## src/rtl/ps2_pkg.sv

```systemverilog
`default_nettype none
// ============================================================================
// Module      : ps2_pkg
// Description : Shared definitions for the PS/2 host-to-device transmitter:
//               FSM state encoding, default timing constants, frame geometry,
//               common mouse command bytes and the odd-parity helper.
// Revision    : 1.0 - initial release
// ============================================================================
package ps2_pkg;

    // Transmitter FSM states, explicitly encoded in 3 bits.
    typedef enum logic [2:0] {
        ST_IDLE         = 3'd0,
        ST_INHIBIT      = 3'd1,
        ST_REQ_START    = 3'd2,
        ST_SEND_BITS    = 3'd3,
        ST_WAIT_ACK     = 3'd4,
        ST_WAIT_RELEASE = 3'd5
    } ps2_state_t;

    // Default timing at a 100 MHz system clock.
    localparam int unsigned c_inhibit_cycles_def = 12000;    // 120 us
    localparam int unsigned c_timeout_cycles_def = 2000000;  // 20 ms

    // Width of the frame timeout counter (covers the 20 ms default).
    localparam int c_timeout_width = 21;

    // Frame bits shifted out after the start bit: 8 data, parity, stop.
    localparam int c_frame_bits = 10;

    // Common host-to-mouse commands.
    localparam logic [7:0] c_cmd_reset           = 8'hFF;
    localparam logic [7:0] c_cmd_enable_stream   = 8'hF4;
    localparam logic [7:0] c_cmd_set_resolution  = 8'hE8;
    localparam logic [7:0] c_cmd_set_sample_rate = 8'hF3;

    // Odd parity: the parity bit makes the total count of ones odd.
    function automatic logic odd_parity(input logic [7:0] data);
        return ~^data;
    endfunction

endpackage : ps2_pkg
`default_nettype wire

```

## src/rtl/ps2_sync_edge.sv

```systemverilog
`default_nettype none
// ============================================================================
// Module      : ps2_sync_edge
// Description : Two-flop synchroniser for one asynchronous PS/2 line plus a
//               registered falling-edge detector on the synchronised value.
//               All flops reset to 1 (idle-high bus), so leaving reset never
//               produces a spurious falling edge.
// Ports       : clk     - system clock, rising edge
//               rst_n   - asynchronous active-low reset
//               i_line  - raw asynchronous line sample
//               o_sync  - synchronised line level
//               o_fall  - one-cycle pulse after a 1->0 transition of o_sync
// Revision    : 1.0 - initial release
// ============================================================================
module ps2_sync_edge
    import ps2_pkg::*;
(
    input  logic clk,
    input  logic rst_n,
    input  logic i_line,
    output logic o_sync,
    output logic o_fall
);

    logic r_meta;
    logic r_sync;
    logic r_sync_d;
    logic r_fall;

    always_ff @(posedge clk or negedge rst_n) begin
        if (!rst_n) begin
            r_meta   <= 1'b1;
            r_sync   <= 1'b1;
            r_sync_d <= 1'b1;
            r_fall   <= 1'b0;
        end else begin
            r_meta   <= i_line;
            r_sync   <= r_meta;
            r_sync_d <= r_sync;
            // previous synchronised level 1, current 0
            r_fall   <= r_sync_d & ~r_sync;
        end
    end

    assign o_sync = r_sync;
    assign o_fall = r_fall;

endmodule : ps2_sync_edge
`default_nettype wire

```

## src/rtl/ps2_transmitter.sv

```systemverilog
`default_nettype none
// ============================================================================
// Module      : ps2_transmitter
// Description : PS/2 host-to-device byte transmitter. On a SEND_BYTE request
//               in IDLE it inhibits the clock line, issues the start bit,
//               shifts out 8 data bits (LSB first), odd parity and stop on
//               the device-generated clock, then checks the device ACK and
//               waits for the bus to return idle. Reports BYTE_SENT on
//               success and ERROR on missing ACK or frame timeout.
// Parameters  : INHIBIT_CYCLES - CLK cycles the clock line is held low
//               TIMEOUT_CYCLES - CLK cycles allowed from clock release to
//                                ACK completion
// Ports       : CLK               - system clock, rising edge
//               RESET             - asynchronous active-low reset
//               CLK_MOUSE_IN      - raw PS/2 clock line (asynchronous)
//               DATA_MOUSE_IN     - raw PS/2 data line (asynchronous)
//               CLK_MOUSE_OUT_EN  - 1 = pull PS/2 clock low
//               DATA_MOUSE_OUT_EN - 1 = pull PS/2 data low
//               SEND_BYTE         - single-cycle transmit request
//               BYTE_TO_SEND      - byte sampled with SEND_BYTE in IDLE
//               BUSY              - transfer in progress
//               BYTE_SENT         - one-cycle pulse on ACKed transfer
//               ERROR             - one-cycle pulse on no ACK / timeout
// Revision    : 1.0 - initial release
// ============================================================================
module ps2_transmitter
    import ps2_pkg::*;
#(
    parameter int unsigned INHIBIT_CYCLES = c_inhibit_cycles_def,
    parameter int unsigned TIMEOUT_CYCLES = c_timeout_cycles_def
) (
    input  logic       CLK,
    input  logic       RESET,
    input  logic       CLK_MOUSE_IN,
    input  logic       DATA_MOUSE_IN,
    output logic       CLK_MOUSE_OUT_EN,
    output logic       DATA_MOUSE_OUT_EN,
    input  logic       SEND_BYTE,
    input  logic [7:0] BYTE_TO_SEND,
    output logic       BUSY,
    output logic       BYTE_SENT,
    output logic       ERROR
);

    // ------------------------------------------------------------------
    // Constants
    // ------------------------------------------------------------------
    localparam int c_inh_w = $clog2(INHIBIT_CYCLES + 1);

    // The clock line is low for INHIBIT_CYCLES cycles in total; the final
    // one of those is the REQ_START cycle, where data is also pulled low
    // so the start bit is already on the bus when the clock is released.
    localparam logic [c_inh_w-1:0] c_inh_last =
        c_inh_w'(INHIBIT_CYCLES - 2);

    localparam logic [c_timeout_width-1:0] c_tmo_last =
        c_timeout_width'(TIMEOUT_CYCLES - 1);

    localparam logic [3:0] c_last_bit = 4'(c_frame_bits - 1);

    // ------------------------------------------------------------------
    // Line synchronisers
    // ------------------------------------------------------------------
    logic w_clk_sync;
    logic w_clk_fall;
    logic w_data_sync;
    logic w_unused_data_fall;   // data edges carry no meaning for the host

    ps2_sync_edge u_clk_sync (
        .clk    (CLK),
        .rst_n  (RESET),
        .i_line (CLK_MOUSE_IN),
        .o_sync (w_clk_sync),
        .o_fall (w_clk_fall)
    );

    ps2_sync_edge u_data_sync (
        .clk    (CLK),
        .rst_n  (RESET),
        .i_line (DATA_MOUSE_IN),
        .o_sync (w_data_sync),
        .o_fall (w_unused_data_fall)
    );

    // ------------------------------------------------------------------
    // State and datapath registers
    // ------------------------------------------------------------------
    ps2_state_t                 r_state;
    logic [c_frame_bits-1:0]    r_shift;    // {stop, parity, data[7:0]}
    logic [3:0]                 r_bit_cnt;  // falling edges seen in frame
    logic [c_inh_w-1:0]         r_inh_cnt;
    logic [c_timeout_width-1:0] r_tmo;
    logic                       r_clk_en;
    logic                       r_data_en;
    logic                       r_busy;
    logic                       r_sent;
    logic                       r_err;

    logic w_tmo_hit;
    assign w_tmo_hit = (r_tmo == c_tmo_last);

    // ------------------------------------------------------------------
    // Transmitter FSM (all outputs registered)
    // ------------------------------------------------------------------
    always_ff @(posedge CLK or negedge RESET) begin
        if (!RESET) begin
            r_state   <= ST_IDLE;
            r_shift   <= '0;
            r_bit_cnt <= '0;
            r_inh_cnt <= '0;
            r_tmo     <= '0;
            r_clk_en  <= 1'b0;
            r_data_en <= 1'b0;
            r_busy    <= 1'b0;
            r_sent    <= 1'b0;
            r_err     <= 1'b0;
        end else begin
            // Status pulses last exactly one cycle.
            r_sent <= 1'b0;
            r_err  <= 1'b0;

            case (r_state)
                ST_IDLE: begin
                    r_clk_en  <= 1'b0;
                    r_data_en <= 1'b0;
                    r_busy    <= 1'b0;
                    if (SEND_BYTE) begin
                        r_shift   <= {1'b1, odd_parity(BYTE_TO_SEND),
                                      BYTE_TO_SEND};
                        r_inh_cnt <= '0;
                        r_busy    <= 1'b1;
                        r_clk_en  <= 1'b1;
                        r_state   <= ST_INHIBIT;
                    end
                end

                ST_INHIBIT: begin
                    if (r_inh_cnt == c_inh_last) begin
                        r_data_en <= 1'b1;
                        r_state   <= ST_REQ_START;
                    end else begin
                        r_inh_cnt <= r_inh_cnt + c_inh_w'(1);
                    end
                end

                ST_REQ_START: begin
                    // Release the clock; the device now drives the frame.
                    r_clk_en  <= 1'b0;
                    r_tmo     <= '0;
                    r_bit_cnt <= '0;
                    r_state   <= ST_SEND_BITS;
                end

                ST_SEND_BITS: begin
                    r_tmo <= r_tmo + c_timeout_width'(1);
                    if (w_clk_fall) begin
                        // Present the next frame bit; the stop bit is a 1,
                        // so the data line is released on the last edge.
                        r_data_en <= ~r_shift[0];
                        r_shift   <= {1'b0, r_shift[c_frame_bits-1:1]};
                        r_bit_cnt <= r_bit_cnt + 4'd1;
                        if (r_bit_cnt == c_last_bit) begin
                            r_state <= ST_WAIT_ACK;
                        end
                    end else if (w_tmo_hit) begin
                        r_err     <= 1'b1;
                        r_clk_en  <= 1'b0;
                        r_data_en <= 1'b0;
                        r_busy    <= 1'b0;
                        r_state   <= ST_IDLE;
                    end
                end

                ST_WAIT_ACK: begin
                    r_tmo <= r_tmo + c_timeout_width'(1);
                    if (w_clk_fall) begin
                        if (!w_data_sync) begin
                            r_state <= ST_WAIT_RELEASE;
                        end else begin
                            r_err     <= 1'b1;
                            r_clk_en  <= 1'b0;
                            r_data_en <= 1'b0;
                            r_busy    <= 1'b0;
                            r_state   <= ST_IDLE;
                        end
                    end else if (w_tmo_hit) begin
                        r_err     <= 1'b1;
                        r_clk_en  <= 1'b0;
                        r_data_en <= 1'b0;
                        r_busy    <= 1'b0;
                        r_state   <= ST_IDLE;
                    end
                end

                ST_WAIT_RELEASE: begin
                    r_tmo <= r_tmo + c_timeout_width'(1);
                    // Completion is checked first so it wins over a timeout
                    // landing in the same cycle.
                    if (w_clk_sync && w_data_sync) begin
                        r_sent  <= 1'b1;
                        r_busy  <= 1'b0;
                        r_state <= ST_IDLE;
                    end else if (w_tmo_hit) begin
                        r_err     <= 1'b1;
                        r_clk_en  <= 1'b0;
                        r_data_en <= 1'b0;
                        r_busy    <= 1'b0;
                        r_state   <= ST_IDLE;
                    end
                end

                default: begin
                    r_clk_en  <= 1'b0;
                    r_data_en <= 1'b0;
                    r_busy    <= 1'b0;
                    r_state   <= ST_IDLE;
                end
            endcase
        end
    end

    // ------------------------------------------------------------------
    // Outputs
    // ------------------------------------------------------------------
    assign CLK_MOUSE_OUT_EN  = r_clk_en;
    assign DATA_MOUSE_OUT_EN = r_data_en;
    assign BUSY              = r_busy;
    assign BYTE_SENT         = r_sent;
    assign ERROR             = r_err;

endmodule : ps2_transmitter
`default_nettype wire
```

## config.mk

```make
export PLATFORM = sky130hd
export DESIGN_NAME = ps2_transmitter
export DESIGN_NICKNAME = d
export VERILOG_FILES = /design/src/rtl/ps2_pkg.sv /design/src/rtl/ps2_sync_edge.sv /design/src/rtl/ps2_transmitter.sv
export SDC_FILE = /design/constraint.sdc
export NUM_CORES = 1
export LEC_CHECK = 0
export ABC_CLOCK_PERIOD_IN_PS = 6100
export BUFFER_PORTS_ARGS = -buffer_cell sky130_fd_sc_hd__buf_2
export CORE_ASPECT_RATIO = 1.1
export CORE_MARGIN = 1.5
export CORE_UTILIZATION = 55
export DETAILED_ROUTE_END_ITERATION = 16
export HOLD_SLACK_MARGIN = 0.08
export PLACE_DENSITY = 0.8
export SYNTH_ARGS = -nofsm -noshare
export SYNTH_HDL_FRONTEND = slang
export SYNTH_SLANG_ARGS = --single-unit
```

## constraint.sdc

```tcl
create_clock -name CLK -period 6.1 [get_ports CLK]
set_clock_uncertainty 0.2 [all_clocks]
set_input_delay 1.22 -clock CLK [delete_from_list [all_inputs] [get_ports CLK]]
set_output_delay 1.22 -clock CLK [all_outputs]
set_load 0.02 [all_outputs]
```

# == Word level (Yosys, flattened, before mapping) ==
# Cells that the tools add are included.
# word_totals
reg_bits,63
wordCells,101
latchBits,0
out_inout_bits,5
memories,0
mem_bits_ro,0
ramBits,0
# op_classes
div_mod_pow,0
add_sub_neg,3
n_eq_ne,16
muxes,44
magnitude_cmp,0
reduce_logical,16
shifts,0
mul,0
n_bitwise,6
# ops
op,n
case mux 21 bit (2 select lines),1
two-way mux 14 bit,2
case mux 14 bit (2 select lines),1
two-way mux 3 bit,8
two-way mux 1 bit,22
"adder 21 x 1 -> 21 bit, second input constant",1
"== test 21 bit, second input constant",1
two-way mux 10 bit,2
case mux 10 bit (2 select lines),1
case mux 3 bit (6 select lines),1
case mux 1 bit (5 select lines),3
"adder 14 x 1 -> 14 bit, second input constant",1
"== test 14 bit, second input constant",1
AND reduction 3 bit,4
"inequality test 2 bit, second input constant",5
case mux 4 bit (2 select lines),1
AND reduction 4 bit,2
nonzero test 2 bit,4
XNOR reduction 8 bit,1
"== test 3 x 2 -> 1 bit, second input constant",2
"== test 3 bit, second input constant",2
inverter 1 bit,5
"adder 4 x 1 -> 4 bit, second input constant",1
"== test 4 bit, second input constant",1
12 further kinds,12

# == Logic depth before layout (Yosys ltp) ==
# depth
ltp_word,4
depth_mapped,6
mapped_depth_nobuf,6

# == Cells and area by module ==
# A second synthesis with hierarchy kept.
# hier_totals
hier_cells,352
hier_area_um2,3417.0
# modules_own_cells
module,area_each_um2,cells_each,n_inst
ps2_transmitter,3181.8,342,1
ps2_sync_edge,117.6,5,2

# == Worst setup path after synthesis ==
# OpenSTA, ideal clock, no wires.
# synth_path
path_kind,in2reg
from,in SEND_BYTE
to,reg r_shift[0]
cell_stages,5
setup_time_ps,139
path_slack_ps,3563
n_path_buf,1
t_arrival_ps,2198
cell_sequence,nor4b_1 nor2_1 clkbuf_1 nand2_1 o21ai_0
# synth_via
elab_chain_len,2
# synth_lines
element,line,text
start: declaration,ps2_transmitter.sv:38,"input logic SEND_BYTE,"
inequality test 2 bit (no source line),n/a,
AND reduction 3 bit (no source line),n/a,
end signal: assignment,ps2_transmitter.sv:128,"r_shift <= {1'b1, odd_parity(BYTE_TO_SEND),"
end signal: assignment,ps2_transmitter.sv:160,"r_shift <= {1'b0, r_shift[c_frame_bits-1:1]};"
end: declaration,ps2_transmitter.sv:89,logic [c_frame_bits-1:0] r_shift;
# No other way between the ends.
# A chain may end at the register's enable or synchronous reset.

# == Worst setup path after layout ==
# layout_path
from,reg r_state[0]
to,reg r_tmo[10]
# layout_via
elab_chain_len,3
elab_cells_between_ends,7
cone_classes,eq/ne: 4; mux: 1; reduce/logical: 2
# layout_lines
element,line,text
start: declaration,ps2_transmitter.sv:88,ps2_state_t r_state;
start signal: assignment,ps2_transmitter.sv:107,r_state <= ST_IDLE;
start signal: assignment,ps2_transmitter.sv:133,r_state <= ST_INHIBIT;
start signal: assignment,ps2_transmitter.sv:140,r_state <= ST_REQ_START;
== test 3 bit / == test 3 x 2 -> 1 bit (equally long branches),ps2_transmitter.sv:122,case (r_state)
OR reduction 3 bit (no source line),n/a,
case mux 21 bit (2 select lines) / nonzero test 2 bit (equally long branches),n/a,
end signal: assignment,ps2_transmitter.sv:155,r_tmo <= r_tmo + c_timeout_width'(1);
end signal: assignment,ps2_transmitter.sv:175,r_tmo <= r_tmo + c_timeout_width'(1);
end signal: assignment,ps2_transmitter.sv:196,r_tmo <= r_tmo + c_timeout_width'(1);
end: declaration,ps2_transmitter.sv:92,logic [c_timeout_width-1:0] r_tmo;
# Several ways; a longest one is shown, not always the timed one.

==> summary.md <==
| Metric | Value |
|---|---|
| Cell Pwr Density | `298.9 mW/mm^2` |
| Syn Std Cell Area | `0.003445 sq mm` |
| Min Tclk post-route | `just under 3000 ps` |
| Root Driver | `clkbuf_8` |
| Area of the multi-input gates | `around 0.0018 sq mm` |
| Die Ht | `86 um` |
| Asr flop ratio synth | `100.0%` |
| Fmax | `0.3437 GHz` |
| Element type at the critical path end | `flip-flop` |
| TNS Setup | `0 ps` |
| H-tree levels | `3` |
| Library cells used by synthesis | `59` |
| Row cnt | `30` |
| Syn_nets | `384` |
| DRC Markers | `0` |
| Max Fanout on Critical Path | `23` |
| Number of global-route vias before repair | `2,760` |
| Iteration-0 DRC Markers | `232` |
| CTS Hold Buffers Added | `0` |
| Detailed Routing Iterations Pass 1 | `5` |
| CTS max path bufs | `2` |
| Largest net degree at the start of global routing | `64` |
| R2r startpoint | `r_state[0]$_DFFE_PN0P_` |
| Clock Latency Late Sink | `350 ps` |
| Mean Syn Cell Area | `9.411 sq um` |
| Post-route ant nets | `0` |
| Setup violators final | `0` |
| WL met3 | `399 um` |
| Final Util | `between 60% and 70%` |
| Top Layer Used | `met4` |
| Antenna violations before repair | `0` |
| Worst slew margin relative to its limit | `approximately 23%` |
| Setup bufs post-CTS | `0` |
| Critical path data required time | `6180 ps` |
| Leak Pwr | `roughly 1.7 nW` |
| Routed vias | `~2,900` |
| Ant. Diodes | `0` |
| Flops & latches, synth | `63` |
| Part of the Yosys area used for sequential elements | `between 40% and 50%` |
| Remaining Overflow, GRT | `0` |
| Max-cap viol count | `0` |
| Cells on worst reg2reg path | `4` |
| GRT Overall Usage | `24.90%` |
| EDFF count, synth | `0` |
| Status | `finished, final reports clean` |
| Die area | `0.006747 sq mm` |
| DRT met1 WL | `3337 um` |
| Met2 wire length | `roughly 3700 um` |
| Crit Path Category | `reg2reg` |
| Setup crit start kind | `flip-flop` |
| Clock sinks | `63` |
| Period utilisation layout | `47.69%` |
| Most used DFF post-synth | `dfrtp_1` |
| CORE AREA | `approximately 0.0061 sq mm` |
| Yosys warns | `0` |
| Die Width | `78.46 um` |
| CTS resizes | `0` |
| Worst path arrival time | `roughly 3000 ps` |
| Synthesized instance count | `366` |
| Share of post-route cells with drive strength above 1 | `a little under an eighth` |
| Worst vdd ir | `0.0002225 V` |
| Most common cell after layout, fill and taps aside | `dfrtp_1` |
| Hold depth | `0` |
| First-pass GRT wire length | `13,120 um` |
| Clock transition at the registers of the reported paths | `80 ps` |
| HP Start | `u_data_sync.r_meta$_DFF_PN1_` |
| Nets | `394` |
| Tightest Pin Transition | `1143 ps` |
| DPL Wire Length | `4990 um` |
| Final Hold Fails | `0` |
| Number of fill cells | `487` |
| Total CTS buffers | `9` |
| Dpl cells | `445` |
| Via density | `6.286` |
| CTS tree | `yes` |
| Mean routed wirelength per cell | `16.41 um` |
| Most frequent cells in the layout | `dfrtp_1, nand2_1, o21ai_0` |
| Starting density of the core | `56.30%` |
| # IOs | `18` |
| RSZ-0062 raised after global routing | `false` |
| Fin cells | `461` |
| Seq. cell area | `about 0.0016 sq mm` |
| Layout area overhead | `10.32%` |
| Max Slew Vio Count | `0` |
| PortBufs | `17` |
| Crit path from | `r_state[0]$_DFFE_PN0P_` |
| Post-Route WL | `7566 um` |
| Hold slack | `158.4 ps` |
| Class of the worst hold path | `reg2reg` |
| Gpl congestion | `0.8448` |
## per-layer routing
metal  global-route usage [%]  vias to the layer above
met5                        0                        -
met4                    11.36                        0
met3                    6.064                       18
met2                    39.29                       86
met1                    32.59                     1399
li1                         -                     1395
## sequential cells by signal, summed over array words and instances (netlist names), 3 cells and up
signal	flops
r_shift	10
r_state	3
r_inh_cnt	14
r_bit_cnt	4
r_tmo	21
## final cells by class
type / count / share of cell area, %
Tap cell: 80 / 2.634
Clock inverter: 7 / 2.700
Inverter: 8 / 0.7903
Clock buffer: 9 / 3.260
Multi-Input combinational cell: 275 / 46.33
Timing Repair Buffer: 19 / 2.634
Sequential cell: 63 / 41.65
## cell usage after synthesis (all sizes together), types with 2 or more instances
cell | count | share of area, %
or3 | 2 | 0.36
nor4 | 2 | 0.36
nand3 | 11 | 1.6
nand2b | 6 | 1.1
mux2i | 18 | 5.2
o22ai | 2 | 0.36
inv | 8 | 0.87
a22o | 2 | 0.51
nor3b | 5 | 1.1
o31ai | 9 | 2.0
o21a | 2 | 0.44
o211ai | 5 | 1.1
xnor2 | 8 | 2.0
a211oi | 3 | 0.65
and2 | 3 | 0.54
nand2 | 48 | 5.2
nor2b | 3 | 0.54
ha | 5 | 1.8
dfstp | 5 | 3.8
xor2 | 4 | 1.0
a31oi | 4 | 0.73
and3 | 6 | 1.1
buf | 2 | 0.25
nand3b | 2 | 0.44
o41ai | 3 | 0.76
or3b | 4 | 1.0
o311ai | 5 | 1.3
or4b | 2 | 0.58
a21oi | 15 | 2.2
o21ai | 26 | 3.8
clkbuf | 18 | 2.0
nor3 | 9 | 1.3
nand4b | 5 | 1.3
dfrtp | 58 | 42
o31a | 2 | 0.51
nor2 | 16 | 1.7
or4 | 7 | 1.5
nor4b | 2 | 0.51
nand4 | 14 | 2.5
## worst paths after layout
| check | end | slack (ps) |
|---|---|---|
| setup / recovery | r_tmo[10]$_DFFE_PN0P_ | 3190 |
| hold / removal | u_data_sync.o_sync$_DFF_PN1_ | 160 |
| setup reg to reg | r_tmo[10]$_DFFE_PN0P_ | 3190 |
| hold reg to reg | u_data_sync.o_sync$_DFF_PN1_ | 160 |
| max in group asynchronous | u_clk_sync.o_fall$_DFF_PN0_ | 4360 |
| min in group asynchronous | r_tmo[10]$_DFFE_PN0P_ | 840 |
## cells by family (layout without fill, tap and decap cells)
group / Yosys count / in the layout / synth area share [%]
and+or+nand+nor: 150 / 150 / 23.57
AOI/OAI and AO/OA: 90 / 90 / 17.25
DFF: 63 / 63 / 45.95
buffers and inverters: 28 / 43 / 3.123
muxes: 18 / 18 / 5.231
xor gates and xnor gates: 12 / 12 / 3.051
adders and majority gates: 5 / 5 / 1.816
## metrics by stage
step / setup WS, ps / instance area [sq um] / total power [mW]
final: 3191 / 3800 / 1.136
after CTS: 3198 / 3800 / 1.140
after global routing: 2991 / 3800 / 1.194
after floorplan: 3563 / 3445 / 0.6598
after detailed placement: 3149 / 3573 / 0.7249
after global placement: 3202 / 3573 / 0.7126
## power by group
part	switching (mW)	internal, mW
clock network	0.182	0.235
registers	0.0638	0.487
logic	0.0952	0.0726
## critical path, cell delays in order, from the launching register on
cell,delay (ps)
dfrtp_1,750
nand3b_1,730
and2_1,560
nor4_1,390
mux2i_1,220
Power figures use the tool's default switching activity.
